$ cat src/rtl/control_unit.sv
// control_unit: sequencer for the 8-bit CPU datapath.
// Runs FETCH / DECODE / EXECUTE / (WB for ALU ops) per instruction until HLT
// is executed or Run is dropped at an instruction boundary.
//
// Ports:
//   Clk          in   system clock, rising edge
//   Reset        in   asynchronous active-high reset, forces IDLE
//   Run          in   start/continue request, sampled in IDLE and at instruction end
//   IRCU[3:0]    in   opcode from datapath IR, sampled in DECODE
//   A_select     out  0 = A from InputA, 1 = A from ANS
//   B_select     out  0 = B from InputB, 1 = B from ANS
//   Aload/Bload  out  register A/B load enables
//   mode[3:0]    out  ALU operation code
//   IRload       out  IR load enable
//   PCload       out  PC load enable
//   ANSload      out  ANS register load enable
//   JSM[1:0]     out  PC next select: 00 = PC+1, 01 = jump target, 10 = hold
//   select_mode  out  output mux select (registered): 00 A, 01 B, 10 ANS
//   Halted       out  high while in HALT
//   icount[7:0]  out  retired-instruction counter, wraps
module control_unit (
    input  logic       Clk,
    input  logic       Reset,
    input  logic       Run,
    input  logic [3:0] IRCU,
    output logic       A_select,
    output logic       B_select,
    output logic       Aload,
    output logic       Bload,
    output logic [3:0] mode,
    output logic       IRload,
    output logic       PCload,
    output logic       ANSload,
    output logic [1:0] JSM,
    output logic [1:0] select_mode,
    output logic       Halted,
    output logic [7:0] icount
);

    typedef enum logic [2:0] {StIdle, StFetch, StDecode, StExecute, StWb, StHalt} state_e;

    localparam logic [3:0] OpNop  = 4'h0;
    localparam logic [3:0] OpLda  = 4'h1;
    localparam logic [3:0] OpLdb  = 4'h2;
    localparam logic [3:0] OpMova = 4'h3;
    localparam logic [3:0] OpJmp  = 4'hC;
    localparam logic [3:0] OpOuta = 4'hD;
    localparam logic [3:0] OpOutb = 4'hE;
    localparam logic [3:0] OpHlt  = 4'hF;

    state_e     state_q, state_d;
    logic [3:0] op_q, op_d;
    logic [1:0] sel_q, sel_d;
    logic [7:0] icount_q, icount_d;
    logic       op_is_alu;

    // ALU opcodes occupy 0100..1011; their mode is the offset from 0100.
    assign op_is_alu = (op_q >= 4'h4) && (op_q <= 4'hB);

    // State register plus the opcode, output-select and counter registers.
    always_ff @(posedge Clk or posedge Reset) begin
        if (Reset) begin
            state_q  <= StIdle;
            op_q     <= 4'h0;
            sel_q    <= 2'b00;
            icount_q <= 8'h00;
        end else begin
            state_q  <= state_d;
            op_q     <= op_d;
            sel_q    <= sel_d;
            icount_q <= icount_d;
        end
    end

    // Next-state logic. select_mode changes on entry into the state that owns
    // the effect, so OUTA/OUTB are decided from IRCU while still in DECODE.
    always_comb begin
        state_d  = state_q;
        op_d     = op_q;
        sel_d    = sel_q;
        icount_d = icount_q;
        unique case (state_q)
            StIdle: begin
                if (Run) state_d = StFetch;
            end
            StFetch: begin
                state_d = StDecode;
            end
            StDecode: begin
                op_d    = IRCU;
                state_d = StExecute;
                if (IRCU == OpOuta) begin
                    sel_d = 2'b00;
                end else if (IRCU == OpOutb) begin
                    sel_d = 2'b01;
                end
            end
            StExecute: begin
                if (op_q == OpHlt) begin
                    state_d  = StHalt;
                    icount_d = icount_q + 8'd1;
                end else if (op_is_alu) begin
                    state_d = StWb;
                    sel_d   = 2'b10;
                end else begin
                    icount_d = icount_q + 8'd1;
                    state_d  = Run ? StFetch : StIdle;
                end
            end
            StWb: begin
                icount_d = icount_q + 8'd1;
                state_d  = Run ? StFetch : StIdle;
            end
            StHalt: begin
                state_d = StHalt;
            end
            default: begin
                state_d = StIdle;
            end
        endcase
    end

    // Moore outputs from state and latched opcode.
    always_comb begin
        A_select = 1'b0;
        B_select = 1'b0;
        Aload    = 1'b0;
        Bload    = 1'b0;
        mode     = 4'h0;
        IRload   = 1'b0;
        PCload   = 1'b0;
        ANSload  = 1'b0;
        JSM      = 2'b00;
        Halted   = 1'b0;
        unique case (state_q)
            StFetch: begin
                IRload = 1'b1;
                JSM    = 2'b10;
            end
            StDecode: begin
                JSM = 2'b10;
            end
            StExecute: begin
                // Default PC advance; JMP retargets it and HLT suppresses it.
                PCload = 1'b1;
                case (op_q)
                    OpNop: ;
                    OpLda: Aload = 1'b1;
                    OpLdb: Bload = 1'b1;
                    OpMova: begin
                        Aload    = 1'b1;
                        A_select = 1'b1;
                    end
                    OpJmp: JSM = 2'b01;
                    OpHlt: PCload = 1'b0;
                    default: begin
                        if (op_is_alu) begin
                            mode    = op_q - 4'h4;
                            ANSload = 1'b1;
                        end
                    end
                endcase
            end
            StWb: begin
                mode = op_q - 4'h4;
            end
            StHalt: begin
                Halted = 1'b1;
            end
            default: ;
        endcase
    end

    assign select_mode = sel_q;
    assign icount      = icount_q;

endmodule

$ cat config.mk
export PLATFORM = sky130hd
export DESIGN_NAME = control_unit
export DESIGN_NICKNAME = d
export VERILOG_FILES = /design/src/rtl/control_unit.sv
export SDC_FILE = /design/constraint.sdc
export NUM_CORES = 1
export LEC_CHECK = 0
export ABC_CLOCK_PERIOD_IN_PS = 1900
export CORE_MARGIN = 1.5
export CORE_UTILIZATION = 40
export CTS_CLUSTER_DIAMETER = 50
export DETAILED_ROUTE_END_ITERATION = 10
export DONT_BUFFER_PORTS = 1
export PLACE_DENSITY = 0.56
export SLEW_MARGIN = 40
export SYNTH_ARGS = -nofsm -noshare
export SYNTH_HDL_FRONTEND = slang
export SYNTH_SLANG_ARGS = --single-unit
$ cat constraint.sdc
create_clock -name Clk -period 1.9 [get_ports Clk]
set_input_delay 0 -clock Clk [delete_from_list [all_inputs] [get_ports Clk]]
set_output_delay 0 -clock Clk [all_outputs]
set_load 0.05 [all_outputs]
Yosys cells after proc, flatten, opt, wreduce, memory -nomap -nowiden
Cells that the tools add are included.
Widths: inputs -> output; s select.
{ "totals": {"reg_bits": 17, "inputBits": 7, "out_inout_bits": 24} }
{ "op_classes": {"n_mux": 31, "eq_ne": 17, "add_sub_neg": 2, "order_cmp": 2, "reduce_logical": 10} }
{ "ops": {"columns": ["cell", "n"], "rows": [
  ["$pmux 3 s6", 1],
  ["$eq 4x4->1 const B", 4],
  ["$mux 8", 2],
  ["$pmux 8 s2", 1],
  ["$mux 1", 15],
  ["$mux 3", 3],
  ["$add 8x1->8 const B", 1],
  ["$eq 4x2->1 const B", 2],
  ["$mux 2", 4],
  ["$mux 4", 2],
  ["$pmux 2 s2", 2],
  ["$pmux 4 s2", 1],
  ["$eq 3x2->1 const B", 2],
  ["$eq 3x3->1 const B", 2],
  ["$ne 2x2->1 const B", 3],
  ["$ne 3x3->1 const B", 2],
  ["$reduce_or 6->1", 1],
  ["$eq 4x1->1 const B", 1],
  ["$ge 4x3->1 const B", 1],
  ["$le 4x4->1 const B", 1],
  ["$logic_not 4->1", 1],
  ["$reduce_and 4->1", 1],
  ["$reduce_bool 2->1", 2],
  ["$reduce_or 2->1", 2],
  ["5 further kinds", 5]
]} }

Logic depth before layout (Yosys ltp)
{ "depth": {"depth_word": 5, "mapped_depth": 7} }

Worst setup path before layout
OpenSTA, ideal clock, no wires.
{ "synth_timing": {"path_type": "reg-to-output", "start": "register state_q[2]", "end": "output Bload", "stages_incl_launch_ff": 4, "t_required_ns": 1.900, "path_slack_ns": -0.024, "arrival_time_ns": 1.924, "cell_sequence": "dfrtp_1 -> and3b_1 -> nand2_1 -> nor3b_1"} }
{ "synth_via": {"elab_chain_cells": 2} }
{ "synth_lines": {"columns": ["item", "line_no", "rtl"], "rows": [
  ["from (decl)", "51", "state_e state_q, state_d;"],
  ["from (signal assigned)", "63", "state_q <= StIdle;"],
  ["from (signal assigned)", "68", "state_q <= state_d;"],
  ["$eq 3x2->1", "135", "unique case (state_q)"],
  ["$mux 1", "135", null],
  ["to (decl)", "29", "output logic Bload,"]
]} }
Every way passes these cells.

Final worst setup path
{ "layout_timing": {"start": "register op_q[2]", "end": "register icount_q[1] (netlist: icount[1])"} }
{ "layout_via": {"elab_chain_cells": 4} }
{ "layout_lines": {"columns": ["item", "line_no", "rtl"], "rows": [
  ["from (decl)", "52", "logic [3:0] op_q, op_d;"],
  ["from (signal assigned)", "69", "op_q <= op_d;"],
  ["$ge 4x3->1 or $le 4x4->1 (tied branches)", "58", "assign op_is_alu = (op_q >= 4'h4) && (op_q <= 4'hB);"],
  ["$logic_and 1x1->1", "58", null],
  ["$ne 3x3->1 (no line)", null, null],
  ["$reduce_and 2->1 (no line)", null, null],
  ["to (signal assigned)", "71", "icount_q <= icount_d;"],
  ["to (decl)", "54", "logic [7:0] icount_q, icount_d;"]
]} }
Parallel ways exist; a longest one is shown, timed or not.
A chain may end at the register's enable or synchronous reset.

==> impl_metrics.csv <==
group,metric,value,unit
floorplanning,initial_core_util,41.72,%
timing,skew,0.002627,ns
critical_path,path_buf_inv,1,
global_route,grt_pass1_wl,3484,microns
finish,fin_util,52.57,%
critical_path,cp-start-kind,"flop",
synth,synth_top_area_share,41.92,%
place,post-place-ws,0.06903,ns
detailed_routing,viasPerCell,5.153,
critical_path,path_delay_family,"flip-flops",
clock_tree,cts_buffer_depth,2,
timing,post-route-period-util,97.40,%
timing,finalWorstPathRequiredPeriod,1.851,ns
synth,ys_types,35,
worst_hold_path,hp-class,"input port to flop",
power_and_ir_drop,peakVddDrop,1.349,mV
synth,synth-seq-cells,17,
detailed_routing,drc,0,
power_and_ir_drop,total_power,2.372,mW
finish,diodes,0,
synth,synth_area_leaders,"dfrtp_1 (42%), ha_1 (6.2%), xnor2_1 (6.0%)",
synth,yosys.area.top_type,"dfrtp_1",
clock_tree,htreeDepth,1,
finish,fin_area,1279,sq um
synth,async_reset_ff_share,100.0,%
synth,syn_inst,107,
critical_path,regToRegSetupSlack,0.05,ns
timing,worst_pin_slew,0.6629,ns
floorplanning,fp.dieH,53.37,microns
timing,finalSetupViolCount,0,
place,port-buffer-count,0,
job,max_cap_viol_count,0,
global_route,grt_pass1_vias,777,
clock_tree,cts_tree,"yes",
floorplanning,rows,18,
synth,synth_nets,119,
floorplanning,ios,31,
critical_path,cp-end-kind,"flop",
power_and_ir_drop,leakage,0.5954,nW
synth,synth-edff-count,0,
place,dp_hpwl,1684,microns
detailed_routing,wire_per_inst,13.59,microns
place,post_dp_cell_area,1180,sq um
synth,synth_common_cells,"dfrtp_1 (17), nand2_1 (8), xnor2_1 (7)",
clock_tree,cts_sinks,17,
critical_path,crit_type,"flop to flop",
detailed_routing,final_antenna_net_count,0,
timing,maxSlewViolCount,0,
finish,final_nets,146,
clock_tree,post_cts_buffers,0,
synth,ys_warn_count,0,
synth,yosysMostFrequentCell,"dfrtp_1",
finish,area_delta_synth_final,26.02,%
detailed_routing,vias,840,
clock_tree,clkTransAtPathRegs,0.10,ns
synth,netlist_area,1015,sq um
global_route,grt_max_degree,18,
synth,avgSynthCellArea,9.483,sq um
detailed_routing,first_pass_iters,4,
timing,tns,0,ns
global_route,overflow,0,
finish,multi_input_area,560.5,sq um
critical_path,cp.arrival,2.03,ns
critical_path,path_max_fanout,8,
detailed_routing,drtIter0Drc,10,
finish,seq_area,425.4,sq um
clock_tree,cts-root-buf,"clkbuf_4",
power_and_ir_drop,power_density,1855,nW/um^2
critical_path,slowest_delay,0.42,ns
place,gp_congestion,0.8032,
critical_path,cp.required,2.08,ns
synth,ys.flop_type,"dfrtp_1",
timing,whs,0.03802,ns
clock_tree,clk_latency,0.29,ns
floorplanning,dieArea,2848,sq um
finish,num-fill-cells,239,
floorplanning,coreArea,2432,sq um
finish,fin_cells,163,
timing,setup_ws,0.04932,ns
global_route,track_usage,17.42,%
timing,max_slew_margin,55.76,%
floorplanning,die_w,53.37,microns
synth,yosysSeqAreaShare,41.92,%
status,status,"finished, final reports clean",
clock_tree,cts_buffers,3,
critical_path,cpMaxStageDelayCell,"dfrtp_1",
critical_path,path_cells,"inv_1, ha_1, and4bb_1, a211o_2, mux2_4",
timing,hold_violations,0,
place,dp.cells,153,
finish,layout-drive-gt1-share,21.80,%
detailed_routing,drt_wl_total,2215,microns
timing,fmax,540.3,MHz
global_route,antenna_found_initial,0,
==> layout by cell type (no fill, tap or decap), types with 3 or more instances in the layout <==
cell and count:
xnor2_1 7, nand3_1 6, ha_1 5, nor2_1 6, dlygate4sd3_1 6, and2_1 3, buf_4 19, and3_1 3
nand2_1 8, o21ai_1 4, clkbuf_4 3, inv_1 4, nor2b_1 3, o21ai_0 5, nand2b_1 5, dfrtp_1 17
o22ai_1 3
==> flip-flops by register name (all words and copies together), names as in the netlist <==
register / count
state_q: 3
op_q: 4
select_mode: 2
icount: 8
==> metal layers <==
layer | vias up | global-route usage, % | share of wire [%]
met3 | 4 | 5.650 | 4.3
met5 | - | 0 | 0
met1 | 397 | 22.03 | 47
met4 | 0 | 5.128 | 0.86
li1 | 423 | - | -
met2 | 16 | 27.98 | 48
==> worst paths after layout <==
check / start / to / cells after the start
min in group asynchronous: Reset / icount[5]$_DFFE_PP0P_ / 2
setup / recovery: op_q[2]$_DFFE_PP0P_ / icount[1]$_DFFE_PP0P_ / 5
max in group asynchronous: Reset / state_q[2]$_DFFE_PP0P_ / 2
setup reg to reg: op_q[2]$_DFFE_PP0P_ / icount[1]$_DFFE_PP0P_ / 5
hold reg to reg: icount[4]$_DFFE_PP0P_ / icount[5]$_DFFE_PP0P_ / 2
hold / removal: Run / state_q[0]$_DFFE_PP0P_ / 3
==> tightest hold or removal path, cell delays in order <==
cell,delay [ns]
nor2b_1,0.09
o21ai_0,0.07
o21ai_0,0.13
==> logic make-up (layout without fill, tap and decap cells) <==
family,Yosys count,count (layout),synth area share [%]
flip-flops,17,17,41.92
multiplexers,3,3,3.699
AO/OA/AOI/OAI,15,15,8.138
buffers and inverters,8,34,4.191
adder cells (fa/ha/maj),5,5,6.165
other,1,1,0.3696
AND/OR/NAND/NOR,50,50,28.61
XOR/XNOR,8,8,6.905
==> area by class of cell <==
| type | count | area share, % |
|---|---|---|
| clock buffer | 4 | 2.055 |
| multi-input combinational | 82 | 43.84 |
| timing repair buffer | 26 | 16.73 |
| sequential | 17 | 33.27 |
| inverter | 4 | 1.174 |
| tap | 30 | 2.935 |
==> power by group <==
part / switching [mW] / internal [mW]
Sequential: 0.255 / 0.504
Clock: 0.110 / 0.0817
Combinational: 0.906 / 0.515
Total: 1.27 / 1.10
==> repair_timing <==
action / 4_1_cts / 5_1_grt
hold buffers: 6 / 0
endpoints found under the setup margin: 1 / 3
endpoints found under the hold margin: 23 / 0
resized for setup: 1 / 3
gates cloned: 0 / 0
No activity file was read; power rests on OpenSTA's default activity.
